==> config.mk <==
export PLATFORM = sky130hd
export DESIGN_NAME = mips_multicycle_control
export DESIGN_NICKNAME = d
export VERILOG_FILES = /design/src/rtl/mips_multicycle_control.sv
export SDC_FILE = /design/constraint.sdc
export NUM_CORES = 1
export LEC_CHECK = 0
export BUFFER_PORTS_ARGS = -buffer_cell sky130_fd_sc_hd__buf_2
export CAP_MARGIN = 0
export CORE_UTILIZATION = 40
export CTS_CLUSTER_SIZE = 28
export DETAILED_ROUTE_END_ITERATION = 7
export MAX_ROUTING_LAYER = met4
export PLACE_DENSITY = 0.84
export SLEW_MARGIN = 5
export SYNTH_ARGS = -nofsm -noshare
export SYNTH_HDL_FRONTEND = slang
export SYNTH_SLANG_ARGS = --single-unit
==> constraint.sdc <==
create_clock -name clk -period 1.5 [get_ports clk]
set_input_delay 0.3 -clock clk [delete_from_list [all_inputs] [get_ports clk]]
set_output_delay 0.3 -clock clk [all_outputs]
set_load 0.01 [all_outputs]
==> src/rtl/mips_multicycle_control.sv <==
// Main control FSM for a multi-cycle MIPS datapath: Moore decode of the
// datapath controls per state, with branch qualification from the ALU zero flag.
module mips_multicycle_control (
    input  logic       clk,
    input  logic       rstN,
    input  logic [5:0] opcode,
    input  logic [5:0] funct,
    input  logic       zero,
    input  logic       memReady,
    output logic       pcWrite,
    output logic       iorD,
    output logic       memRead,
    output logic       memWrite,
    output logic       irWrite,
    output logic       regDst,
    output logic       memToReg,
    output logic       regWrite,
    output logic       aluSrcA,
    output logic [1:0] aluSrcB,
    output logic [1:0] pcSource,
    output logic [3:0] aluOperation,
    output logic       illegalInstr,
    output logic [3:0] stateOut
);

    localparam logic [3:0] ALU_AND = 4'b0000;
    localparam logic [3:0] ALU_OR  = 4'b0001;
    localparam logic [3:0] ALU_ADD = 4'b0010;
    localparam logic [3:0] ALU_SUB = 4'b0110;
    localparam logic [3:0] ALU_SLT = 4'b0111;
    localparam logic [3:0] ALU_NOR = 4'b1100;

    localparam logic [5:0] OP_RTYPE = 6'b000000;
    localparam logic [5:0] OP_J     = 6'b000010;
    localparam logic [5:0] OP_BEQ   = 6'b000100;
    localparam logic [5:0] OP_BNE   = 6'b000101;
    localparam logic [5:0] OP_ADDI  = 6'b001000;
    localparam logic [5:0] OP_LW    = 6'b100011;
    localparam logic [5:0] OP_SW    = 6'b101011;

    localparam logic [5:0] FN_ADD = 6'b100000;
    localparam logic [5:0] FN_SUB = 6'b100010;
    localparam logic [5:0] FN_AND = 6'b100100;
    localparam logic [5:0] FN_OR  = 6'b100101;
    localparam logic [5:0] FN_NOR = 6'b100111;
    localparam logic [5:0] FN_SLT = 6'b101010;

    typedef enum logic [3:0] {
        S_FETCH  = 4'd0,
        S_DECODE = 4'd1,
        S_MEMADR = 4'd2,
        S_MEMRD  = 4'd3,
        S_MEMWB  = 4'd4,
        S_MEMWR  = 4'd5,
        S_RTEXEC = 4'd6,
        S_RTWB   = 4'd7,
        S_BRANCH = 4'd8,
        S_IEXEC  = 4'd9,
        S_IWB    = 4'd10,
        S_JUMP   = 4'd11,
        S_TRAP   = 4'd12,
        S_IDLE   = 4'd13
    } state_t;

    state_t state_q, state_d;

    // opcode is only looked at in DECODE, so the lw/sw and beq/bne choices
    // are captured there for use in the later states.
    logic is_store_q, is_store_d;
    logic is_bne_q, is_bne_d;

    function automatic logic funct_legal(input logic [5:0] f);
        case (f)
            FN_ADD, FN_SUB, FN_AND, FN_OR, FN_NOR, FN_SLT: funct_legal = 1'b1;
            default:                                       funct_legal = 1'b0;
        endcase
    endfunction

    function automatic logic [3:0] funct_aluop(input logic [5:0] f);
        case (f)
            FN_ADD:  funct_aluop = ALU_ADD;
            FN_SUB:  funct_aluop = ALU_SUB;
            FN_AND:  funct_aluop = ALU_AND;
            FN_OR:   funct_aluop = ALU_OR;
            FN_NOR:  funct_aluop = ALU_NOR;
            FN_SLT:  funct_aluop = ALU_SLT;
            default: funct_aluop = ALU_ADD;
        endcase
    endfunction

    always_ff @(posedge clk or negedge rstN) begin
        if (!rstN) begin
            state_q    <= S_IDLE;
            is_store_q <= 1'b0;
            is_bne_q   <= 1'b0;
        end else begin
            state_q    <= state_d;
            is_store_q <= is_store_d;
            is_bne_q   <= is_bne_d;
        end
    end

    // memReady is a completion strobe from memory: a FETCH/MEMRD/MEMWR access
    // finishes in the cycle it is high and stalls otherwise; no other state
    // looks at it and there is no ready/valid back-pressure toward memory.
    always_comb begin
        state_d    = state_q;
        is_store_d = is_store_q;
        is_bne_d   = is_bne_q;
        case (state_q)
            S_IDLE:   state_d = S_FETCH;
            S_FETCH:  if (memReady) state_d = S_DECODE;
            S_DECODE: begin
                case (opcode)
                    OP_LW: begin
                        state_d    = S_MEMADR;
                        is_store_d = 1'b0;
                    end
                    OP_SW: begin
                        state_d    = S_MEMADR;
                        is_store_d = 1'b1;
                    end
                    OP_RTYPE: state_d = funct_legal(funct) ? S_RTEXEC : S_TRAP;
                    OP_BEQ: begin
                        state_d  = S_BRANCH;
                        is_bne_d = 1'b0;
                    end
                    OP_BNE: begin
                        state_d  = S_BRANCH;
                        is_bne_d = 1'b1;
                    end
                    OP_ADDI:  state_d = S_IEXEC;
                    OP_J:     state_d = S_JUMP;
                    default:  state_d = S_TRAP;
                endcase
            end
            S_MEMADR: state_d = is_store_q ? S_MEMWR : S_MEMRD;
            S_MEMRD:  if (memReady) state_d = S_MEMWB;
            S_MEMWB:  state_d = S_FETCH;
            S_MEMWR:  if (memReady) state_d = S_FETCH;
            S_RTEXEC: state_d = S_RTWB;
            S_RTWB:   state_d = S_FETCH;
            S_BRANCH: state_d = S_FETCH;
            S_IEXEC:  state_d = S_IWB;
            S_IWB:    state_d = S_FETCH;
            S_JUMP:   state_d = S_FETCH;
            S_TRAP:   state_d = S_FETCH;
            default:  state_d = S_IDLE;
        endcase
    end

    always_comb begin
        pcWrite      = 1'b0;
        iorD         = 1'b0;
        memRead      = 1'b0;
        memWrite     = 1'b0;
        irWrite      = 1'b0;
        regDst       = 1'b0;
        memToReg     = 1'b0;
        regWrite     = 1'b0;
        aluSrcA      = 1'b0;
        aluSrcB      = 2'b00;
        pcSource     = 2'b00;
        aluOperation = ALU_ADD;
        illegalInstr = 1'b0;
        case (state_q)
            S_FETCH: begin
                memRead = 1'b1;
                aluSrcB = 2'b01;
                irWrite = memReady;
                pcWrite = memReady;
            end
            S_DECODE: aluSrcB = 2'b11;
            S_MEMADR: begin
                aluSrcA = 1'b1;
                aluSrcB = 2'b10;
            end
            S_MEMRD: begin
                memRead = 1'b1;
                iorD    = 1'b1;
            end
            S_MEMWB: begin
                regWrite = 1'b1;
                memToReg = 1'b1;
            end
            S_MEMWR: begin
                memWrite = 1'b1;
                iorD     = 1'b1;
            end
            S_RTEXEC: begin
                aluSrcA      = 1'b1;
                aluOperation = funct_aluop(funct);
            end
            S_RTWB: begin
                regWrite = 1'b1;
                regDst   = 1'b1;
            end
            S_BRANCH: begin
                aluSrcA      = 1'b1;
                aluOperation = ALU_SUB;
                pcSource     = 2'b01;
                pcWrite      = is_bne_q ? ~zero : zero;
            end
            S_IEXEC: begin
                aluSrcA = 1'b1;
                aluSrcB = 2'b10;
            end
            S_IWB:  regWrite = 1'b1;
            S_JUMP: begin
                pcSource = 2'b10;
                pcWrite  = 1'b1;
            end
            S_TRAP: illegalInstr = 1'b1;
            default: ;
        endcase
    end

    assign stateOut = state_q;

endmodule
-- Word level (Yosys, flattened, before mapping)
Index checks and enable logic that the tools add are counted.
- input bits: 16
- bits in registers: 6
- output and inout bits: 22
- logic and storage cells: 75
- bitwise gates (word level): 1
- equal/unequal tests: 28
- reduce and logical (&&, ||, !) cells: 16
- muxes and demuxes: 27
- operators by type and width (kind ; count):
    $eq 6x6->1 const B ; 8
    $pmux 4 s5 ; 2
    $pmux 4 s8 ; 1
    $eq 4x4->1 const B ; 6
    $eq 4x3->1 const B ; 4
    $mux 4 ; 4
    $mux 1 ; 13
    $eq 6x3->1 const B ; 2
    $reduce_or 2->1 ; 5
    $eq 4x2->1 const B ; 2
    $pmux 4 s2 ; 1
    $reduce_or 7->1 ; 1
    $eq 6x2->1 const B ; 1
    $eq 6x4->1 const B ; 1
    $logic_not 6->1 ; 1
    $ne 2x2->1 const B ; 3
    $pmux 2 s3 ; 1
    $reduce_or 6->1 ; 1
    $eq 4x1->1 const B ; 1
    $logic_not 4->1 ; 1
    $pmux 1 s2 ; 2
    $pmux 2 s2 ; 1
    $reduce_and 2->1 ; 2
    $reduce_bool 2->1 ; 2
    other kinds (6) ; 6

-- Depth between registers and ports, before layout
- depth after elaboration: 8
- mapped depth: 5
- gate-level depth less buffers: 4

-- Least setup slack after synthesis
No wires, ideal clock.
- path type: register to output
- start point: reg state_q[0] (netlist: stateOut[0])
- end point: out pcWrite
- buffers on the path: 1
- arrival: 1.373 ns
- cell stages (with the launch flop): 5
- required time: 1.200 ns
- path slack: -0.173 ns
- path through: dfstp_2 clkbuf_1 nor2_1 and3_1 or2_1
- cells in the longest elaborated chain, start to end: 2
- elaborated cells between the ends (all ways): 4
- those cells by class: eq/ne (2); mux (1); reduce/logical (1)
- ends and longest elaborated chain (element ; line ; RTL):
    from (decl) ; 65 ; state_t state_q, state_d;
    from (signal assigned) ; 97 ; state_q <= state_d;
    $eq 4x4->1 / $logic_not 4->1 (equally long branches) ; 166 ; case (state_q)
    $pmux 1 s3 * ; 166 ;
    to (decl) ; 10 ; output logic pcWrite,
Mark *: on every way between the ends. The rest lies on a longest branch, timed or not.

-- Final worst setup path
Ends and elaborated chain as after synthesis.

==> impl_metrics.env <==
export IMPL_yosys_area_top_type_share=0.107
export IMPL_crit_arrival_ps=1500
export IMPL_drive_gt1_frac=0.595
export IMPL_synth_simple_area_share=0.440
export IMPL_hold_start="opcode[3]"
export IMPL_cp_max_fo=4
export IMPL_clockBufferDepth=2
export IMPL_synth_compound_area_frac=0.194
export IMPL_syn2layout_area_growth_pct=88.4
export IMPL_hold_violations=0
export IMPL_synth_fa_ha_area_frac=0
export IMPL_synth_seq_cells=6
export IMPL_final_cell_area_um2=1380
export IMPL_utilization=0.801
export IMPL_cp_end_kind="primary output"
export IMPL_fin_crit_ps=1800
export IMPL_ys_types=40
export IMPL_syn_nets=117
export IMPL_clk_pin_slew_ps=60
export IMPL_p_per_area_nw_per_um2=1700
export IMPL_cts_tree="built"
export IMPL_skew_ps=11.0
export IMPL_setup_ws_ps=-299
export IMPL_synth_area_um2=734
export IMPL_cts_sinks=6
export IMPL_start_util=0.425
export IMPL_wl_mm=3.17
export IMPL_layout_cells_non_filler=188
export IMPL_whs_path_depth=2
export IMPL_cts_buffers_inserted=3
export IMPL_cts_root_buf="clkbuf_4"
export IMPL_first_iter_violations=51
export IMPL_synth_warnings=0
export IMPL_switchingPower_w=0.00106
export IMPL_maxCapViolations=0
export IMPL_dp_cells=173
export IMPL_die_h_um=44.9
export IMPL_p_seq_frac=0.143
export IMPL_crit_path_max_incr_delay_ps=550
export IMPL_yosysTopAreaCell="dfstp_2"
export IMPL_timing_rr_start="stateOut[2]"
export IMPL_p_leak_nw=0.642
export IMPL_relSlewSlack=0.693
export IMPL_fillCellCount=109
export IMPL_nets=180
export IMPL_synth_area_per_cell_um2=7.27
export IMPL_synth_top_family_by_area="simple AND/OR/NAND/NOR gates"
export IMPL_tightest_slew_ps=454
export IMPL_finalMaxSlewViolations=0
export IMPL_rsz0062_at_grt="true"
export IMPL_ctsHtreeMaxLevel=1
export IMPL_ios=38
export IMPL_synth_mux_area_frac=0.0750
export IMPL_rrSetupSlack_ps=-160
export IMPL_grt_pass1_vias=981
export IMPL_async_flop_share=1.00
export IMPL_fp_dieW_um=44.9
export IMPL_wl_per_cell_um=16.8
export IMPL_hold_path_endpoint="is_store_q"
export IMPL_synth_most_common_cell="nor2_1"
export IMPL_grt_pass1_wl_mm=4.17
export IMPL_worstPathRequired_ps=1200
export IMPL_multi_input_area_um2=699
export IMPL_violations="setup timing"
export IMPL_place_area_um2=1060
export IMPL_ys_seq_area_frac=0.210
export IMPL_pwr_share_clk=0.080
export IMPL_hpwl_mm=1.68
export IMPL_portBuffers=37
export IMPL_finalSetupViolCount=26
export IMPL_diodes=0
export IMPL_viasPerCell=5.89
export IMPL_ff_latch_area_um2=155
export IMPL_switching_share=0.451
export IMPL_gr_total_overflow=0
export IMPL_synth_edf_count=0
export IMPL_drt_first_pass_iters=4
export IMPL_grt_max_degree=12
export IMPL_p_int_w=0.00129
export IMPL_start_kind="flip-flop"
export IMPL_netlist_instances=101
export IMPL_antenna_found_initial=0
export IMPL_status="complete, but fails checks"
export IMPL_fmax_mhz=556
export IMPL_clkLatencyLatePin_ps=270
export IMPL_synthTopCellsByArea="dfstp_2, dfrtp_1, nor2_1"
export IMPL_worstHoldPathType="in2reg"
export IMPL_slowest_stage="dfstp_2"
export IMPL_ant_nets=0
export IMPL_worstSetupPathType="reg2out"
export IMPL_gp_congestion=0.904
export IMPL_fp_dieArea_um2=2010
export IMPL_synth_ff_type="dfstp_2"
export IMPL_vdd_drop_max_mv=1.35
export IMPL_path_cells="buf_6 -> nor2_4 -> and3_4 -> or2_1 -> buf_2"
export IMPL_netlist_top_cells_count="nor2_1, nand2_1, nand2b_1, nor3_1, clkbuf_1"
export IMPL_drcViolationCount=0
export IMPL_combPwrFrac=0.777
export IMPL_whs_ps=358
export IMPL_reg2regPathDepth=6
export IMPL_gr_usage_all_layers=0.298
export IMPL_rr_endpoint="stateOut[0]"
export IMPL_synth_xor_area_frac=0.0358
export IMPL_vias=1107
export IMPL_finalCritPeriodShare=1.20
export IMPL_num_rows=15
export IMPL_core_area_um2=1730
-- cells by family (layout without fill, tap and decap cells) --
| family | after synthesis | in the layout |
|---|---|---|
| buffers and inverters | 7 | 69 |
| DFF | 6 | 6 |
| and+or+nand+nor | 60 | 60 |
| AOI/OAI and AO/OA | 20 | 20 |
| xor gates and xnor gates | 3 | 3 |
| muxes | 5 | 5 |
-- layer usage --
layer	wire length, µm	vias up	global-route usage
met5	0	-	-
met1	1090	525	0.300
met2	1730	64	0.524
met4	159	0	0.194
met3	193	20	0.0560
li1	-	498	-
-- worst max-delay path, delay by kind of cell (launching register included) --
kind	cells	cell delay, ps
flip-flops	1	550
AND/OR/NAND/NOR	3	410
buffers and inverters	2	270
-- sequential cells by signal (all words and copies together) (netlist names) --
register and flops:
stateOut 4, is_store_q 1, is_bne_q 1
-- stage by stage --
step | power, W | worst slack [ps] | TNS, ps
floorplan | 0.000992 | -77.2 | -317
global placement | 0.00140 | -40.3 | -180
detailed placement | 0.00144 | -80.9 | -504
CTS | 0.00204 | -277 | -3710
global route | 0.00246 | -341 | -5550
finish | 0.00236 | -299 | -4670
-- cells in the final DEF, fill, tap and decap left out, types with 3 or more instances in the layout --
cell type  netlist  final
nor2_1          14      9
dfstp_2          3      3
nand2b_4         0      4
buf_4            0     13
nor3_1           8      4
nand2b_1         8      3
clkbuf_4         0      3
or3_1            3      3
a21oi_1          4      3
buf_2            0     33
buf_6            1     16
nand2_1         11      8
nor2_4           0      3
nand3b_1         4      4
-- area by class of cell --
cell class | count | area share
clock buffer | 4 | 0.0190
timing repair buffer | 64 | 0.338
sequential | 6 | 0.112
inverter | 1 | 0.00271
tap | 25 | 0.0226
multi-input combinational | 88 | 0.505
-- timing repair --
action	in CTS	in global routing
setup endpoints to repair	21	27
setup buffers	7	5
resized for setup	33	15
hold buffers	1	0
endpoints found under the hold margin	3	0
pin swaps	15	9
-- power groups by stage --
stage | combinational [W] | sequential [W] | clock, W
global route | 0.00193 | 0.000341 | 0.000191
finish | 0.00183 | 0.000336 | 0.000189
CTS | 0.00154 | 0.000322 | 0.000187
global placement | 0.00110 | 0.000305 | 0
detailed placement | 0.00113 | 0.000309 | 0
floorplan | 0.000665 | 0.000327 | 0
-- worst max path at each step --
stage	from	end	slack (ps)	depth (start not counted)
after floorplan	stateOut[0]	is_bne_q	-80	4
after global placement	stateOut[0]	is_bne_q	-40	4
after detailed placement	stateOut[0]	is_bne_q	-80	4
after CTS	stateOut[2]	aluOperation[3]	-280	5
after global routing	stateOut[2]	aluOperation[2]	-340	4
final	stateOut[0]	pcWrite	-300	5
No activity file was read; power rests on OpenSTA's default activity.
